<file path="src/rtl/sram_1p_masked_array.sv">
// Single-port masked SRAM with a post-reset clear sequencer and a 1- or 2-cycle registered read.
// Read data holds between reads; rvalid and err are single-cycle strobes.
//
// state   | meaning
// ST_INIT | writing INIT_VALUE to entry init_cnt (passes straight to ST_RUN when INIT_ON_RESET=0)
// ST_RUN  | ready, accepting read/write requests
module sram_1p_masked_array #(
  parameter int DEPTH = 32,
  parameter int ADDR_WIDTH = 5,
  parameter int DATA_WIDTH = 90,
  parameter int MASK_WIDTH = 2,
  parameter int READ_LATENCY = 1,
  parameter int INIT_ON_RESET = 1,
  parameter logic [DATA_WIDTH-1:0] INIT_VALUE = '0
) (
  input  logic                  clock,
  input  logic                  reset,
  input  logic                  RW0_en,
  input  logic                  RW0_wmode,
  input  logic [ADDR_WIDTH-1:0] RW0_addr,
  input  logic [MASK_WIDTH-1:0] RW0_wmask,
  input  logic [DATA_WIDTH-1:0] RW0_wdata,
  output logic [DATA_WIDTH-1:0] RW0_rdata,
  output logic                  RW0_rvalid,
  output logic                  RW0_ready,
  output logic                  RW0_err
);

  localparam int LW = DATA_WIDTH / MASK_WIDTH;
  localparam logic [ADDR_WIDTH:0]   DEPTH_W = (ADDR_WIDTH + 1)'(DEPTH);
  localparam logic [ADDR_WIDTH-1:0] LAST    = ADDR_WIDTH'(DEPTH - 1);

  typedef enum logic {ST_INIT, ST_RUN} state_t;

  state_t                state, state_n;
  logic [ADDR_WIDTH-1:0] init_cnt, init_cnt_n;
  logic                  init_we;
  logic [DATA_WIDTH-1:0] mem [DEPTH];

  logic                  in_range, acc, rd_acc, wr_acc;
  logic [DATA_WIDTH-1:0] rd_word;
  logic                  out_v;
  logic [DATA_WIDTH-1:0] out_d;

  assign RW0_ready = (state == ST_RUN);
  assign in_range  = ({1'b0, RW0_addr} < DEPTH_W);
  assign acc       = RW0_en && RW0_ready;
  assign rd_acc    = acc && !RW0_wmode;
  assign wr_acc    = acc && RW0_wmode && in_range;
  assign rd_word   = in_range ? mem[RW0_addr] : '0;

  always_ff @(posedge clock or posedge reset) begin
    if (reset) begin
      state    <= ST_INIT;
      init_cnt <= '0;
    end else begin
      state    <= state_n;
      init_cnt <= init_cnt_n;
    end
  end

  always_comb begin
    state_n    = state;
    init_cnt_n = init_cnt;
    init_we    = 1'b0;
    case (state)
      ST_INIT: begin
        if (INIT_ON_RESET == 0) begin
          state_n = ST_RUN;
        end else begin
          init_we = !reset;
          if (init_cnt == LAST) begin
            state_n    = ST_RUN;
            init_cnt_n = '0;
          end else begin
            init_cnt_n = init_cnt + 1'b1;
          end
        end
      end
      ST_RUN:  state_n = ST_RUN;
      default: state_n = ST_INIT;
    endcase
  end

  // Storage is never reset; the sequencer is the only way contents get cleared.
  always_ff @(posedge clock) begin
    if (init_we) begin
      mem[init_cnt] <= INIT_VALUE;
    end else if (wr_acc) begin
      for (int i = 0; i < MASK_WIDTH; i++) begin
        if (RW0_wmask[i]) mem[RW0_addr][i*LW +: LW] <= RW0_wdata[i*LW +: LW];
      end
    end
  end

  generate
    if (READ_LATENCY == 2) begin : g_lat2
      logic                  s1_v;
      logic [DATA_WIDTH-1:0] s1_d;
      always_ff @(posedge clock or posedge reset) begin
        if (reset) begin
          s1_v <= 1'b0;
          s1_d <= '0;
        end else begin
          s1_v <= rd_acc;
          if (rd_acc) s1_d <= rd_word;
        end
      end
      assign out_v = s1_v;
      assign out_d = s1_d;
    end else begin : g_lat1
      assign out_v = rd_acc;
      assign out_d = rd_word;
    end
  endgenerate

  always_ff @(posedge clock or posedge reset) begin
    if (reset) begin
      RW0_rdata  <= '0;
      RW0_rvalid <= 1'b0;
      RW0_err    <= 1'b0;
    end else begin
      RW0_rvalid <= out_v;
      RW0_err    <= acc && !in_range;
      if (out_v) RW0_rdata <= out_d;
    end
  end

endmodule

</file>
<file path="config.mk">
export PLATFORM = sky130hd
export DESIGN_NAME = sram_1p_masked_array
export DESIGN_NICKNAME = d
export VERILOG_FILES = /design/src/rtl/sram_1p_masked_array.sv
export SDC_FILE = /design/constraint.sdc
export NUM_CORES = 2
export LEC_CHECK = 0
export ABC_AREA = 1
export BUFFER_PORTS_ARGS = -buffer_cell sky130_fd_sc_hd__buf_2
export CORE_ASPECT_RATIO = 1.75
export CORE_UTILIZATION = 46
export DETAILED_ROUTE_END_ITERATION = 8
export PLACE_DENSITY_LB_ADDON = 0.12
export SYNTH_ARGS = -nofsm -noshare
export SYNTH_HDL_FRONTEND = slang
export SYNTH_SLANG_ARGS = --single-unit
</file>
<file path="constraint.sdc">
create_clock -name clock -period 8.3 [get_ports clock]
set_input_delay 0.415 -clock clock [delete_from_list [all_inputs] [get_ports clock]]
set_output_delay 0.415 -clock clock [all_outputs]
set_load 0.01 [all_outputs]
</file>
==> results.sh <==
export IMPL_status="complete, no violations"
export IMPL_crit_path_end_kind="flop"
export IMPL_rrSetupSlack_ns=4.05
export IMPL_hold_viol=0
export IMPL_drive_above_1_share_pct=9.42
export IMPL_synth_edff_count=2880
export IMPL_ys_ff_latch=2977
export IMPL_num_rows=246
export IMPL_skew_ns=0.0429
export IMPL_hpwl_um=178000
export IMPL_post_cts_resized=0
export IMPL_overflow=0
export IMPL_vias=79300
export IMPL_synthTopCellsByArea="edfxtp_1, nand3_1, nand2_1"
export IMPL_clock_sinks=2977
export IMPL_fillers=22200
export IMPL_hold_path_depth=5
export IMPL_arrival_ns=4.74
export IMPL_cp_common_cell="buf_4"
export IMPL_drv_slew=0
export IMPL_die_h_um=675
export IMPL_startpoint_type="flop"
export IMPL_nNetsFinal=10100
export IMPL_peakVddDrop_v=0.000170
export IMPL_yosysMostFrequentCell="nand2_1"
export IMPL_htree_levels=5
export IMPL_setup_violations_final=0
export IMPL_multi_input_area_um2=27100
export IMPL_reg2reg_to="mem[7][22]"
export IMPL_gp_congestion=0.779
export IMPL_antenna_found_initial=10
export IMPL_yosysSeqAreaShare_pct=74.8
export IMPL_worst_slew_pin_slew_ns=1.27
export IMPL_crit_family="buffers and inverters"
export IMPL_initial_core_util_pct=46.3
export IMPL_critPathSlowestCell="nor2_2"
export IMPL_syn_inst=9895
export IMPL_yosysTopAreaCell="edfxtp_1"
export IMPL_drcViolationCount=0
export IMPL_grt_max_degree=210
export IMPL_critPathMaxFanout=39
export IMPL_max_slew_margin_pct=15.3
export IMPL_synth_cell_types=23
export IMPL_die_w_um=386
export IMPL_power_density_nw_per_um2=234
export IMPL_rsz0062_at_grt="false"
export IMPL_fin_util_pct=51.7
export IMPL_grt_pass1_vias=76600
export IMPL_wl_per_cell_um=27.2
export IMPL_slowest_delay_ns=0.93
export IMPL_ant_nets=0
export IMPL_reg2reg_from="RW0_ready"
export IMPL_cp_data_required_time_ns=8.79
export IMPL_grt_pass1_wl_um=529000
export IMPL_max_freq_mhz=235
export IMPL_cap_violations=0
export IMPL_min_path_type="in2reg"
export IMPL_whs_endpoint="RW0_rdata[64]"
export IMPL_seqCellArea_um2=88900
export IMPL_cts_tree="done"
export IMPL_clk_latency_ns=0.88
export IMPL_ys_top_cells_by_count="nand2_1, edfxtp_1, nand3_1, buf_2, clkbuf_1"
export IMPL_synth_nets=9998
export IMPL_leakagePower_nw=50.6
export IMPL_fp_dieArea_um2=261000
export IMPL_cts_buffers=278
export IMPL_crit_chain="buf_4 > nand3_2 > a21oi_2 > inv_6 > buf_4 > buf_4 > nor2_2"
export IMPL_syn_area_per_cell_um2=12.0
export IMPL_critPathKind="reg2reg"
export IMPL_cts_path_max_buffers=4
export IMPL_synthToLayoutAreaGrowth_pct=11.7
export IMPL_yosys_area_top_type_share_pct=72.7
export IMPL_pin_count=194
export IMPL_reg2reg_depth=7
export IMPL_dr_pass1_iters=6
export IMPL_root_buffer="clkbuf_16"
export IMPL_synthesis_area_um2=119000
export IMPL_detail_route_vias_per_cell=5.86
export IMPL_tns_ns=0
export IMPL_synth_main_ff_cell="edfxtp_1"
export IMPL_min_period_ns=4.25
export IMPL_core_area_um2=257000
export IMPL_synth_warnings=0
export IMPL_port_buffer_count=192
export IMPL_drt_initial_drc_count=8274
export IMPL_totalWireLength_um=368000
export IMPL_period_share_pct=51.3
export IMPL_postSynth_asyncResetShare_pct=3.26
export IMPL_crit_buf_inv=4
export IMPL_gr_usage_all_layers_pct=28.0
export IMPL_clkTransAtPathRegs_ns=0.06
export IMPL_hold_start="RW0_addr[4]"
-- cell usage in the layout, fill, tap and decap left out, types with 14 or more instances in the layout --
master and count:
buf_12 14, buf_2 187, buf_4 243, bufinv_16 21, clkbuf_1 69, clkbuf_16 292, clkbuf_8 20, clkinv_1 41
clkinv_2 33, dfrtp_1 97, edfxtp_1 2880, inv_1 105, nand2_1 3268, nand3_1 2694, nor2_1 61, nor2_2 31
nor3_2 62
-- registers in the layout, summed over array words and instances, names as in the netlist --
| register | cells |
|---|---|
| RW0_rdata | 90 |
| RW0_ready | 1 |
| RW0_rvalid | 1 |
| mem | 2880 |
| init_cnt | 5 |
-- cell families (layout without fill, tap and decap cells) --
logic type | after synthesis | after routing | share of synthesized area [%]
compound gates | 13 | 13 | 0.0768
flops | 2977 | 2977 | 74.8
other cells | 1 | 2 | 0.00315
buf+inv | 769 | 1059 | 2.81
simple gates | 6133 | 6133 | 22.3
fa+ha+maj | 2 | 2 | 0.0210
-- per-layer routing --
| layer | vias up | GRT usage, % | wire, µm |
|---|---|---|---|
| li1 | 35100 | - | - |
| met1 | 40200 | 36.6 | 144000 |
| met2 | 3364 | 47.8 | 184000 |
| met3 | 700 | 3.45 | 26100 |
| met4 | 0 | 10.1 | 14300 |
| met5 | - | 0 | 0 |
-- repair_timing --
| action | in CTS | in global routing |
|---|---|---|
| hold buffers | 1 | 0 |
| buffers inserted | 0 | 0 |
| hold endpoints to repair | 34 | 0 |
-- worst reg2reg max path, delay by kind of cell (launching register included) --
| family | cells | cell delay, ns |
|---|---|---|
| buf+inv | 4 | 1.62 |
| simple gates | 2 | 1.06 |
| compound gates | 1 | 0.85 |
| flops | 1 | 0.32 |
-- worst max path at each step --
stage / from / end / slack [ns] / depth (start not counted)
final: RW0_ready / mem[7][22] / 4.05 / 7
after CTS: RW0_ready / mem[26][22] / 3.99 / 7
after detailed placement: RW0_addr[1] / RW0_rdata[13] / 3.98 / 11
after global placement: RW0_addr[1] / RW0_rdata[12] / 3.97 / 11
after global routing: RW0_ready / mem[0][22] / 3.81 / 7
after floorplan: RW0_ready / mem[13][0] / 3.31 / 9
-- through the flow --
stage,instance area [µm²],setup WS (ns),power (mW),cells,hold WS (ns)
2_1_floorplan,119000,3.31,17.8,9895,0.499
3_3_place_gp,124000,3.97,18.5,13000,0.461
3_5_place_dp,124000,3.98,18.5,13000,0.461
4_1_cts,133000,3.99,31.2,13500,0.00421
5_1_grt,133000,3.81,31.9,13500,0.0387
6_report,133000,4.05,31.1,13500,0.0388
-- layout make-up --
class	instances	area share (%)
diodes	1	0.00188
repair buffers	450	2.35
well taps	3348	3.15
multi-input cells	6149	20.4
clock buffers	381	5.91
flip-flops and latches	2977	67.0
inverters	113	0.357
clock inverters	115	0.860
-- where the power goes --
group,total [mW],switching [mW],internal [mW]
Clock,12.9,5.57,7.29
Sequential,16.5,0.0694,16.5
Combinational,1.66,1.25,0.406
Total,31.1,6.89,24.2
Note: power is estimated with default switching activity, not from simulation.
